File: src/rtl/sw_debounce_reader.sv
// Debounced reader for the board slide switches: two-flop synchronizer, per-vector
// stability counter, and a valid/ready change-event register with overrun tracking.
module sw_debounce_reader #(
    parameter int unsigned WIDTH         = 10,
    parameter int unsigned STABLE_CYCLES = 1000,
    localparam int unsigned CNT_W        = $clog2(STABLE_CYCLES)
) (
    input  logic             clk,
    input  logic             KEY0,
    input  logic [WIDTH-1:0] SW,
    output logic [WIDTH-1:0] sw_stable,
    output logic             chg_valid,
    input  logic             chg_ready,
    output logic [WIDTH-1:0] chg_data,
    output logic [WIDTH-1:0] chg_mask,
    output logic             overrun,
    input  logic             overrun_clr
);

    localparam logic [CNT_W-1:0] CNT_MAX = CNT_W'(STABLE_CYCLES - 1);

    logic [WIDTH-1:0] s1;
    logic [WIDTH-1:0] s2;
    logic [WIDTH-1:0] cand;
    logic [CNT_W-1:0] count;

    logic             commit;
    logic [WIDTH-1:0] delta;
    logic             coalesce;

    always_comb begin
        commit   = (count == CNT_MAX) && (s2 == cand) && (cand != sw_stable);
        delta    = cand ^ sw_stable;
        coalesce = commit && chg_valid && !chg_ready;
    end

    always_ff @(posedge clk) begin
        if (KEY0) begin
            s1 <= '0;
            s2 <= '0;
        end else begin
            s1 <= SW;
            s2 <= s1;
        end
    end

    // Any movement of the synchronized value restarts the stability window.
    always_ff @(posedge clk) begin
        if (KEY0) begin
            cand  <= '0;
            count <= '0;
        end else if (s2 != cand) begin
            cand  <= s2;
            count <= '0;
        end else if (count != CNT_MAX) begin
            count <= count + CNT_W'(1);
        end
    end

    always_ff @(posedge clk) begin
        if (KEY0) begin
            sw_stable <= '0;
        end else if (commit) begin
            sw_stable <= cand;
        end
    end

    // A commit landing on an unaccepted event merges into it rather than being lost.
    always_ff @(posedge clk) begin
        if (KEY0) begin
            chg_valid <= 1'b0;
            chg_data  <= '0;
            chg_mask  <= '0;
        end else if (commit && (!chg_valid || chg_ready)) begin
            chg_valid <= 1'b1;
            chg_data  <= cand;
            chg_mask  <= delta;
        end else if (commit) begin
            chg_data  <= cand;
            chg_mask  <= chg_mask | delta;
        end else if (chg_valid && chg_ready) begin
            chg_valid <= 1'b0;
        end
    end

    always_ff @(posedge clk) begin
        if (KEY0) begin
            overrun <= 1'b0;
        end else if (coalesce) begin
            overrun <= 1'b1;
        end else if (overrun_clr) begin
            overrun <= 1'b0;
        end
    end

endmodule

File: config.mk
export PLATFORM = sky130hd
export DESIGN_NAME = sw_debounce_reader
export DESIGN_NICKNAME = d
export VERILOG_FILES = /design/src/rtl/sw_debounce_reader.sv
export SDC_FILE = /design/constraint.sdc
export NUM_CORES = 1
export LEC_CHECK = 0
export ABC_AREA = 1
export CAP_MARGIN = 0
export CELL_PAD_IN_SITES_DETAIL_PLACEMENT = 0
export CELL_PAD_IN_SITES_GLOBAL_PLACEMENT = 1
export CORE_UTILIZATION = 40
export CTS_BUF_LIST = sky130_fd_sc_hd__clkbuf_8 sky130_fd_sc_hd__clkbuf_16
export CTS_CLUSTER_SIZE = 40
export DETAILED_ROUTE_END_ITERATION = 6
export HOLD_SLACK_MARGIN = 0.06
export PLACE_DENSITY = 0.91
export SYNTH_ARGS = -nofsm -noshare
export SYNTH_HDL_FRONTEND = slang
export SYNTH_SLANG_ARGS = --single-unit
File: constraint.sdc
create_clock -name clk -period 2.72 [get_ports clk]
set_input_delay 0.544 -clock clk [delete_from_list [all_inputs] [get_ports clk]]
set_output_delay 0.544 -clock clk [all_outputs]
set_load 0.1 [all_outputs]
# ---- Word level (Yosys, flattened, before mapping)
# Cells that the tools add are included.
dict set report word_totals {
  regBits 72
  inputBits 14
  output_inout_bits 32
  wordCells 41
}
dict set report op_classes {
  mux 9
  add_sub_neg 1
  bitwise 2
  eq_ne 6
  n_reduce_logical 14
}
# operator n
set op_table {}
lappend op_table {{$mux 10} 4}
lappend op_table {{$ne 10x10->1} 2}
lappend op_table {{$add 10x1->10 const B} 1}
lappend op_table {{$eq 10x10->1} 1}
lappend op_table {{$eq 10x10->1 const B} 1}
lappend op_table {{$ne 10x10->1 const B} 1}
lappend op_table {{$or 10x10->10} 1}
lappend op_table {{$xor 10x10->10} 1}
lappend op_table {{$logic_and 1x1->1} 6}
lappend op_table {{$reduce_bool 2->1} 3}
lappend op_table {{$mux 1} 5}
lappend op_table {{$logic_not 1->1} 2}
lappend op_table {{$ne 2x1->1 const B} 1}
lappend op_table {{$reduce_and 2->1} 1}
lappend op_table {{$reduce_or 2->1} 1}
lappend op_table {{$logic_or 1x1->1} 1}

# ---- Depth between registers and ports, before layout
dict set report logic_depth {
  ltp_word 6
  mapped_depth 11
  mapped_depth_nobuf 10
}

# ---- Worst setup path after synthesis
# Ideal clock, no wire load.
dict set report synth_path {
  kind {register -> register}
  startpoint {register sw_stable[1]}
  endpoint {register sw_stable[1]}
  setup_time_ns 0.128
  slack_ns 0.735
  path_buffers 1
  t_required_ns 2.592
  t_arrival_ns 1.858
  synth_period_minus_slack_ns 1.985
  path_stages_with_launch 11
  path_cell_list {dfxtp_1 nand2_1 nand2_1 nand2_1 nor2_1 nand3_2 nand3_4 buf_6 nand2_1 o21ai_1 nor2_1}
}
dict set report synth_between {
  elab_chain_len 2
}
# element line
set synth_lines {}
lappend synth_lines {{from (decl)} 11} ;# output logic [WIDTH-1:0] sw_stable,
lappend synth_lines {{from (signal assigned)} 64} ;# sw_stable <= cand;
lappend synth_lines {{$ne 10x10->1} 32} ;# commit = (count == CNT_MAX) && (s2 == cand) && (cand != sw_stable);
lappend synth_lines {{$logic_and 1x1->1} 32}
# Every way passes these cells.
# A chain may end at the register's enable or synchronous reset.

# ---- Final worst setup path
dict set report layout_path {
  startpoint {register count[0]}
  endpoint {register sw_stable[0]}
}
dict set report layout_between {
  elab_chain_len 3
}
# element line
set layout_lines {}
lappend layout_lines {{from (decl)} 25} ;# logic [CNT_W-1:0] count;
lappend layout_lines {{from (signal assigned)} 56} ;# count <= count + CNT_W'(1);
lappend layout_lines {{$eq 10x10->1} 32}
lappend layout_lines {{$logic_and 1x1->1 (2 in a row)} 32}
# Every way passes these cells.

==> results.json <==
{
  "h-tree-depth": 3,
  "max-vdd-ir-drop_v": 0.0003652,
  "num_rows": 28,
  "die_w_um": 82.33,
  "placed_area_um2": 2922,
  "boundaryPins": 46,
  "setup_viol": 0,
  "fin_crit_sh": 0.6487,
  "via_count": 2060,
  "port_buffers": 45,
  "p_per_area_nw_per_um2": 619.0,
  "routedWlPerCell_um": 10.07,
  "dp_hpwl_um": 3392,
  "hold_viol_final": 0,
  "leakage_nw": 1.486,
  "seq_area_frac_synth": 0.4809,
  "finalCriticalPeriod_ns": 1.765,
  "antenna_found_initial": 0,
  "insertion_delay_ns": 0.35,
  "fillCellCount": 590,
  "tightestPinTransition_ns": 0.3869,
  "mostFrequentLayoutCells": "nand2_1, dfxtp_1, inv_1, nor2_1, buf_4",
  "rsz0062_at_grt": "false",
  "critPathRequiredTime_ns": 2.94,
  "nNetsFinal": 404,
  "hold_buffers": 0,
  "syn_avg_cell_area_um2": 7.333,
  "cts_buffers": 9,
  "post_cts_buffers": 0,
  "drc": 0,
  "worst-setup-path-type": "reg2reg",
  "start_util": 0.4259,
  "clockRootBuffer": "clkbuf_8",
  "slew_violations": 0,
  "n_antenna_cell": 0,
  "die-area_um2": 6778,
  "setup-tns-final_ns": 0,
  "dp_worst_setup_slack_ns": 0.9253,
  "vias_per_cell": 4.392,
  "syn_inst": 352,
  "wl_um": 4724,
  "regToRegSetupSlack_ns": 0.96,
  "cts_resized": 0,
  "hold_path.class": "reg2reg",
  "final_common_cell": "nand2_1",
  "cts_tree": "done",
  "die_h_um": 82.33,
  "max_cap_viol_count": 0,
  "skew_ns": 0.01138,
  "status": "completed",
  "critPathArrivalTime_ns": 1.98,
  "core-area_um2": 6061,
  "place.gp.congestion": 0.7779,
  "grt_pass1_vias": 1828,
  "syn-cell-area_um2": 2581,
  "drtAntennaViolNets": 0,
  "yosys_register_bits": 62,
  "final_area_um2": 3154,
  "ys_types": 28,
  "grt_usage": 0.1636,
  "grt_pass1_wl_um": 7976,
  "clock_path_buffers": 2,
  "cts.clk_slew.worst_paths_ns": 0.07,
  "synth_fp_nets": 367,
  "grt_overflow": 0,
  "max_clock_freq_ghz": 0.5667,
  "crit_fanout": 17,
  "areaGrowthSynthToFinish_pct": 22.20,
  "critPathLaunchType": "register",
  "drive_gt1_frac": 0.1650,
  "first_pass_iters": 4,
  "slew_headroom": 0.7415,
  "drtIter0Drc": 112,
  "yosys_warnings": 0,
  "cp-end-kind": "register",
  "grt_max_degree": 41,
  "cts_sinks": 62,
  "power_mw": 1.952,
  "setup_slack_ns": 0.9555
}
==> cell families (layout without fill, tap and decap cells) <==
logic type      count (synthesis)  in the layout  synth area share
compound gates                 32             32           0.06398
simple gates                  162            162            0.2748
xor+xnor                        9              9           0.03054
buf+inv                        86            128            0.1449
fa+ha+maj                       1              1          0.004847
flops                          62             62            0.4809
==> synth_stat cells <==
| cell type | instances | share of area |
|---|---|---|
| nand2_1 | 84 | 0.12 |
| dfxtp_1 | 62 | 0.48 |
| inv_1 | 59 | 0.086 |
| nor2_1 | 50 | 0.073 |
| a21oi_1 | 23 | 0.045 |
| nand4_1 | 12 | 0.029 |
| buf_4 | 11 | 0.032 |
| xor2_1 | 7 | 0.024 |
| clkbuf_1 | 6 | 0.0087 |
| inv_2 | 5 | 0.0073 |
| o21ai_1 | 5 | 0.0097 |
| nand3_1 | 4 | 0.0078 |
| or2_2 | 3 | 0.0073 |
| buf_2 | 2 | 0.0039 |
| clkinv_1 | 2 | 0.0029 |
| nor2_4 | 2 | 0.0087 |
| o21a_1 | 2 | 0.0058 |
| o21ai_0 | 2 | 0.0039 |
| xnor2_1 | 2 | 0.0068 |
| buf_6 | 1 | 0.0044 |
| ha_1 | 1 | 0.0048 |
| nand2_2 | 1 | 0.0024 |
| nand3_2 | 1 | 0.0039 |
| nand3_4 | 1 | 0.0068 |
| nand3b_1 | 1 | 0.0029 |
| nand4_2 | 1 | 0.0048 |
| nor3_2 | 1 | 0.0039 |
| or2_0 | 1 | 0.0024 |
==> power by group <==
part	internal [mW]	total (mW)	switching [mW]
clock	0.565	0.916	0.351
combinational	0.0391	0.0981	0.0590
sequential	0.927	0.938	0.0110
total	1.53	1.95	0.421
==> path summary, 6_finish.rpt <==
kind	cells after the start	endpoint	startpoint
setup / recovery	6	sw_stable[0]$_SDFFE_PP0P_	count[0]$_SDFFE_PP0P_
hold / removal	2	s2[3]$_SDFF_PP0_	s1[3]$_SDFF_PP0_
setup reg to reg	6	sw_stable[0]$_SDFFE_PP0P_	count[0]$_SDFFE_PP0P_
hold reg to reg	2	s2[3]$_SDFF_PP0_	s1[3]$_SDFF_PP0_
==> state kept, by name, indices dropped and copies added (netlist names) <==
name	count
count	10
chg_valid	1
overrun	1
chg_mask	10
sw_stable	10
s1	10
s2	10
cand	10
==> worst max-delay path, stage by stage, from the launching register on <==
cell     delay [ns]
dfxtp_1        0.39
ha_1           0.24
nand2_1        0.12
nor2_4         0.36
nand3_1        0.27
o21ai_0        0.21
nor2_1         0.05
==> final cells by class <==
cell class,count,area [µm²],area share
clock buffers,11,151.4,0.04800
well taps,75,93.84,0.02975
multi-input cells,204,965.9,0.3062
flip-flops and latches,62,1241,0.3935
inverters,66,247.7,0.07854
repair buffers,46,372.9,0.1182
clock inverters,5,81.33,0.02578
==> metrics by stage <==
step	utilization	cells	hold WS [ns]
3_5_place_dp	0.4820	453	0.3921
5_1_grt	0.5204	469	0.4114
3_3_place_gp	0.4820	453	0.3894
2_1_floorplan	-	352	0.3883
6_report	0.5204	469	0.4012
4_1_cts	0.5204	469	0.4022
==> layer usage <==
metal / track usage / share of wire
met3: 0.06374 / 0.050
met5: 0 / 0
met4: 0.09474 / 0.020
met1: 0.1809 / 0.45
met2: 0.2661 / 0.48
(Power assumes the default switching activity.)
